==> config.mk <==
export PLATFORM = sky130hd
export DESIGN_NAME = lights_pattern_sequencer
export DESIGN_NICKNAME = d
export VERILOG_FILES = /design/src/rtl/lights_seq_pkg.sv /design/src/rtl/lights_tick_gen.sv /design/src/rtl/lights_pattern_sequencer.sv
export SDC_FILE = /design/constraint.sdc
export NUM_CORES = 1
export LEC_CHECK = 0
export BUFFER_PORTS_ARGS = -buffer_cell sky130_fd_sc_hd__buf_2
export CAP_MARGIN = 20
export CORE_MARGIN = 5
export CORE_UTILIZATION = 50
export CTS_CLUSTER_SIZE = 40
export DETAILED_ROUTE_END_ITERATION = 12
export PLACE_DENSITY = 0.89
export SLEW_MARGIN = 15
export SYNTH_ARGS = -nofsm -noshare
export SYNTH_HDL_FRONTEND = slang
export SYNTH_SLANG_ARGS = --single-unit
export TNS_END_PERCENT = 100
==> constraint.sdc <==
create_clock -name clk -period 4.3 [get_ports clk]
set_input_delay 0.215 -clock clk [delete_from_list [all_inputs] [get_ports clk]]
set_output_delay 0.215 -clock clk [all_outputs]
set_load 0.02 [all_outputs]
==> src/rtl/lights_seq_pkg.sv <==
// Shared definitions for the lights pattern sequencer.
//   seq_state_e : sequencer FSM states
//   END_BIT, HOLD_LSB, HOLD_MSB, LED_MSB : field positions inside a pattern-table word
//   hold_field  : extracts the hold count from a table word, promoting 0 to 1
package lights_seq_pkg;

    typedef enum logic [1:0] {
        ST_IDLE  = 2'd0,
        ST_FETCH = 2'd1,
        ST_LATCH = 2'd2,
        ST_HOLD  = 2'd3
    } seq_state_e;

    localparam int END_BIT  = 31;
    localparam int HOLD_MSB = 30;
    localparam int HOLD_LSB = 18;
    localparam int LED_MSB  = 17;

    localparam int HOLD_FIELD_W = HOLD_MSB - HOLD_LSB + 1;

    // A stored hold of zero behaves exactly like a hold of one tick.
    function automatic logic [HOLD_FIELD_W-1:0] hold_field(input logic [31:0] word);
        logic [HOLD_FIELD_W-1:0] raw;
        raw = word[HOLD_MSB:HOLD_LSB];
        if (raw == {HOLD_FIELD_W{1'b0}}) begin
            return HOLD_FIELD_W'(1);
        end else begin
            return raw;
        end
    endfunction

endpackage

==> src/rtl/lights_tick_gen.sv <==
// Hold-time prescaler: asserts tick for one cycle every TICK_DIV cycles.
// Ports:
//   clk     : system clock
//   reset_n : synchronous active-low reset
//   clr     : synchronous clear; counting restarts from 0 on the cycle after clr drops
//   tick    : high in the last cycle of each TICK_DIV-cycle period
module lights_tick_gen #(
    parameter int TICK_DIV = 50000
) (
    input  logic clk,
    input  logic reset_n,
    input  logic clr,
    output logic tick
);

    localparam int CNT_W = (TICK_DIV > 2) ? $clog2(TICK_DIV) : 1;
    localparam logic [CNT_W-1:0] CNT_LAST = CNT_W'(TICK_DIV - 1);

    logic [CNT_W-1:0] cnt_r;

    // Prescaler counter: cleared while idle/not holding, wraps at TICK_DIV-1.
    always_ff @(posedge clk) begin
        if (!reset_n) begin
            cnt_r <= {CNT_W{1'b0}};
        end else if (clr) begin
            cnt_r <= {CNT_W{1'b0}};
        end else if (cnt_r == CNT_LAST) begin
            cnt_r <= {CNT_W{1'b0}};
        end else begin
            cnt_r <= cnt_r + CNT_W'(1);
        end
    end

    assign tick = (cnt_r == CNT_LAST);

endmodule

==> src/rtl/lights_pattern_sequencer.sv <==
// Avalon-MM read master that walks an LED pattern table in on-chip RAM.
// Each table word: [31] end flag, [30:18] hold ticks, [17:0] LED value.
// Ports:
//   clk, reset_n        : clock, synchronous active-low reset
//   start, stop, loop   : run control (stop beats start)
//   base_addr           : first table word, sampled on an accepted start
//   mem_*               : Avalon-MM read-only master toward the RAM (1-cycle read latency)
//   duty                : PWM duty (only when LIGHTS_SEQ_PWM_EN is defined)
//   leds, busy, done    : LED drive, run active, end-of-run pulse
// Optional feature: define LIGHTS_SEQ_PWM_EN to dim the LEDs with an 8-bit PWM.
module lights_pattern_sequencer
    import lights_seq_pkg::*;
#(
    parameter int ADDR_W   = 10,
    parameter int LED_W    = 18,
    parameter int HOLD_W   = 13,
    parameter int TICK_DIV = 50000
) (
    input  logic              clk,
    input  logic              reset_n,
    input  logic              start,
    input  logic              stop,
    input  logic              loop,
    input  logic [ADDR_W-1:0] base_addr,
    output logic [ADDR_W-1:0] mem_address,
    output logic              mem_chipselect,
    output logic              mem_write,
    output logic [3:0]        mem_byteenable,
    output logic [31:0]       mem_writedata,
    output logic              mem_clken,
    input  logic [31:0]       mem_readdata,
`ifdef LIGHTS_SEQ_PWM_EN
    input  logic [7:0]        duty,
`endif
    output logic [LED_W-1:0]  leds,
    output logic              busy,
    output logic              done
);

    seq_state_e        state_r, state_nxt;
    logic [ADDR_W-1:0] addr_r, addr_nxt;
    logic [ADDR_W-1:0] base_r, base_nxt;
    logic [HOLD_W-1:0] hold_r, hold_nxt;
    logic              end_r, end_nxt;
    logic [LED_W-1:0]  led_r, led_nxt;
    logic              cs_r, busy_r, done_r, done_nxt;
    logic              tick_s, clr_s;

    // The prescaler only runs in HOLD, so it is at zero on every HOLD entry.
    assign clr_s = (state_r != ST_HOLD);

    lights_tick_gen #(.TICK_DIV(TICK_DIV)) u_tick (
        .clk     (clk),
        .reset_n (reset_n),
        .clr     (clr_s),
        .tick    (tick_s)
    );

    // Next-state and datapath decode for the fetch/latch/hold sequence.
    always_comb begin
        state_nxt = state_r;
        addr_nxt  = addr_r;
        base_nxt  = base_r;
        hold_nxt  = hold_r;
        end_nxt   = end_r;
        led_nxt   = led_r;
        done_nxt  = 1'b0;
        case (state_r)
            ST_IDLE: begin
                if (start && !stop) begin
                    state_nxt = ST_FETCH;
                    addr_nxt  = base_addr;
                    base_nxt  = base_addr;
                end else begin
                    state_nxt = ST_IDLE;
                end
            end
            ST_FETCH: begin
                if (stop) begin
                    state_nxt = ST_IDLE;
                end else begin
                    state_nxt = ST_LATCH;
                end
            end
            ST_LATCH: begin
                if (stop) begin
                    state_nxt = ST_IDLE;
                end else begin
                    led_nxt   = mem_readdata[LED_W-1:0];
                    hold_nxt  = HOLD_W'(hold_field(mem_readdata));
                    end_nxt   = mem_readdata[END_BIT];
                    state_nxt = ST_HOLD;
                end
            end
            ST_HOLD: begin
                if (stop) begin
                    state_nxt = ST_IDLE;
                end else if (tick_s) begin
                    if (hold_r <= HOLD_W'(1)) begin
                        // Hold expired: advance, loop back, or finish.
                        if (!end_r) begin
                            addr_nxt  = addr_r + ADDR_W'(1);
                            state_nxt = ST_FETCH;
                        end else if (loop) begin
                            addr_nxt  = base_r;
                            state_nxt = ST_FETCH;
                        end else begin
                            state_nxt = ST_IDLE;
                            done_nxt  = 1'b1;
                        end
                    end else begin
                        hold_nxt = hold_r - HOLD_W'(1);
                    end
                end else begin
                    state_nxt = ST_HOLD;
                end
            end
            default: begin
                state_nxt = ST_IDLE;
            end
        endcase
    end

    // State, datapath and registered status outputs.
    always_ff @(posedge clk) begin
        if (!reset_n) begin
            state_r <= ST_IDLE;
            addr_r  <= {ADDR_W{1'b0}};
            base_r  <= {ADDR_W{1'b0}};
            hold_r  <= {HOLD_W{1'b0}};
            end_r   <= 1'b0;
            led_r   <= {LED_W{1'b0}};
            cs_r    <= 1'b0;
            busy_r  <= 1'b0;
            done_r  <= 1'b0;
        end else begin
            state_r <= state_nxt;
            addr_r  <= addr_nxt;
            base_r  <= base_nxt;
            hold_r  <= hold_nxt;
            end_r   <= end_nxt;
            led_r   <= led_nxt;
            cs_r    <= (state_nxt == ST_FETCH);
            busy_r  <= (state_nxt != ST_IDLE);
            done_r  <= done_nxt;
        end
    end

    assign mem_address    = addr_r;
    assign mem_chipselect = cs_r;
    assign mem_write      = 1'b0;
    assign mem_byteenable = 4'hF;
    assign mem_writedata  = 32'h0000_0000;
    assign mem_clken      = 1'b1;
    assign busy           = busy_r;
    assign done           = done_r;

`ifdef LIGHTS_SEQ_PWM_EN
    logic [7:0] pwm_cnt_r;

    // Free-running PWM counter; LEDs are lit while it is below duty.
    always_ff @(posedge clk) begin
        if (!reset_n) begin
            pwm_cnt_r <= 8'd0;
        end else begin
            pwm_cnt_r <= pwm_cnt_r + 8'd1;
        end
    end

    assign leds = led_r & {LED_W{(pwm_cnt_r < duty)}};
`else
    assign leds = led_r;
`endif

endmodule

==> metrics.txt <==
area leader, netlist dfxtp_1; core area 7250 sq um; clk buf depth 2; row count 31; vias in the first global route 3342; largest net degree at the start of global routing 39; adder and majority gate portion of the synthesized area 1.34%; Static Leakage 1.73 nW; CP peak stage delay 690 ps; clock-pin transition on the worst setup and hold timing paths 70 ps; min Tclk post-route 2710 ps; clock power share 37.1%; Yosys reg bits 73; FILL cells 656; Avg Cell Area, Syn 7.90 sq um; latest clock arrival within the worst-skew pair 350 ps; DRT Pass-1 Iters 5; Avg WL per Cell 14.8 um; cell area after placement 4010 sq um; area taken by multi-input logic gates 1970 sq um; CTS Sinks 73; Total Wirelength 9450 um; nets 589; HPWL after detailed placement 6850 um; worst vdd ir 250 uV; first-pass GRT wire length 15100 um; CP Capture Type register; Slew headroom 27.3%; Ant. Diodes 0; worst setup margin 1590 ps; initial antenna violation count 0; Net Sw Frac 25.8%; PortBufs 77; final hold viol count 0; post-cts hold buffer count 0; Ys Warns 0; CP Max Fanout 10; status finished clean; IO Pins 116; Final Setup Violations 0; mux cell area share after synthesis 0.805%; cell count after synthesis 472; H-tree depth 3; Die H 96.4 um; Die W 96.4 um; setup tns final 0 ps; TritonCTS clock tree built; Max-Cap Viols 0; worst hold slack 111 ps; Sequential Power Share 51.7%; Hold Crit Class in2reg; Final GP Congestion 0.989; Worst setup SP type register; period utilisation layout 63.0%; via count 3529; Placement Setup Slack 1660 ps; largest family of logic cells by synthesized area simple AND/OR/NAND/NOR gates; Initial DRC Count 304; layout cell share with drive strength beyond 1 19.0%; slowest stage cell, crit path o31ai_2; Pint 0.00102 W; fin. max-slew vios 0; Setup Buffers After CTS 0; clock tree root buffer cell clkbuf_8; RSZ-0062 raised after global routing no; Congestion Overflow GR 0; post-synthesis xor/xnor area fraction 4.23%; cts bufs inserted 9; critical-path cell list ha_1, and3_1, nand4_1, o31ai_2, and2_1, a311oi_1; Net Switching 0.000354 W; die area 9280 sq um; Async S/R FF share, synth 0%; Synth top area share 39.2%; EDFF count, synth 0; FMAX 0.369 GHz; Critical Path RT 4500 ps; Comb pwr share 11.2%; routed vias/inst 5.51; gr usage total 20.5%; Netlist cell types 56; FF/Latch Area 1460 sq um; antenna-violating nets left 0; Pwr Total 0.00137 W; Residual DRC 0; cell area after layout 4190 sq um; Max Clock Skew 12.4 ps; initial core utilization 51.4%; register area share after synthesis 39.2%; compound-gate portion of the synthesized area 18.2%; Post-Synthesis Cell Area 3730 sq um; Crit Path Class reg2reg; Post-Synth Simple-Gate Area 24.4%; Pwr per Cell Area 327 nW/um^2; synth top area cells dfxtp_1 (39%), nand2_1 (9.3%), buf_4 (7.7%), a21oi_1 (6.2%), nor2_1 (2.7%); Layout area overhead 12.4%; Arr. time, crit path 2910 ps; Post-synth top flop dfxtp_1; worst-margin pin slew 1090 ps; post-cts gate resize count 0
[flip-flops by register name, summed over array words and instances (netlist names)]
register and count:
busy 1, mem_chipselect 1, done 1, end_r 1
mem_address 10, u_tick.cnt_r 16, leds 18, state_r 2
base_r 10, hold_r 13
[per-layer routing]
metal,track usage [%],up-vias,share of wire (%)
li1,-,1706,-
met1,24.9,1626,40
met2,34.3,173,49
met3,5.94,24,8.7
met4,7.48,0,2.3
met5,0,-,0
[cell families (layout without fill, tap and decap cells)]
family                   Yosys count  in the layout
AO/OA/AOI/OAI                    108            108
adder cells (fa/ha/maj)            4              4
flip-flops                        73             73
XOR/XNOR                          18             18
buffers and inverters             73            106
multiplexers                       3              3
AND/OR/NAND/NOR                  191            191
other                              2             38
[power groups by stage]
stage          sequential [W]  combinational, W  clock, W
2_1_floorplan        0.000731          0.000118         0
3_3_place_gp         0.000722          0.000148         0
3_5_place_dp         0.000723          0.000150         0
4_1_cts              0.000708          0.000152  0.000515
5_1_grt              0.000710          0.000168  0.000554
6_report             0.000708          0.000154  0.000508
[synthesized netlist by cell type (2+ instances only)]
| cell type | instances |
|---|---|
| conb_1 | 2 |
| nand2b_1 | 2 |
| ha_1 | 4 |
| nor2b_1 | 3 |
| o311ai_0 | 4 |
| a21oi_1 | 46 |
| nor3_1 | 6 |
| xor2_1 | 9 |
| nor2_1 | 27 |
| or4_1 | 5 |
| a22oi_1 | 2 |
| and3_1 | 4 |
| mux2i_1 | 3 |
| nor4_1 | 8 |
| nor4bb_1 | 2 |
| o22ai_1 | 3 |
| a311oi_1 | 5 |
| a31oi_1 | 4 |
| nand4_1 | 8 |
| nand3_1 | 14 |
| nor4b_1 | 2 |
| nand2_1 | 92 |
| buf_6 | 2 |
| and2_1 | 3 |
| xnor2_1 | 9 |
| a211oi_1 | 3 |
| o21ai_0 | 20 |
| inv_1 | 12 |
| buf_4 | 38 |
| or2_2 | 2 |
| dfxtp_1 | 73 |
| or3_1 | 6 |
| o211ai_1 | 7 |
| clkbuf_1 | 19 |
| or4_4 | 2 |
[through the flow]
stage	utilization, %	instances
detailed placement	55.3	626
global placement	55.3	626
finish	57.8	640
floorplan	-	508
global route	57.8	640
CTS	57.8	640
[cell usage in the layout, fill, tap and decap left out, drive strengths merged, types with 6 or more instances in the layout]
cell type	netlist	final
nand2	92	92
buf	42	80
dfxtp	73	73
a21oi	46	46
conb	2	38
nor2	27	27
o21ai	21	21
nand3	14	14
inv	12	12
clkbuf	19	10
xor2	9	9
xnor2	9	9
nor4	8	8
nand4	8	8
o211ai	7	7
or3	7	7
or4	7	7
nor3	6	6
[worst max-delay path, delay by kind of cell (launching register included)]
family	cells	cell delay, ps
and+or+nand+nor	3	1100
AOI/OAI and AO/OA	2	850
DFF	1	400
adders and majority gates	1	220
[final timing paths]
kind | from | cells past startpoint | slack [ps] | endpoint
setup reg to reg | u_tick.cnt_r[0] | 6 | 1590 | mem_address[8]
hold reg to reg | leds[7] | 2 | 450 | leds[7]
setup / recovery | u_tick.cnt_r[0] | 6 | 1590 | mem_address[8]
hold / removal | mem_readdata[16] | 3 | 110 | leds[16]
[area by class of cell]
type	count	share of cell area [%]
Multi-Input combinational cell	362	47.0
Sequential cell	73	34.9
Timing Repair Buffer	80	9.73
Clock buffer	10	3.28
Tap cell	99	2.96
Clock inverter	4	1.07
Inverter	12	1.07
Note: power is estimated with default switching activity, not from simulation.
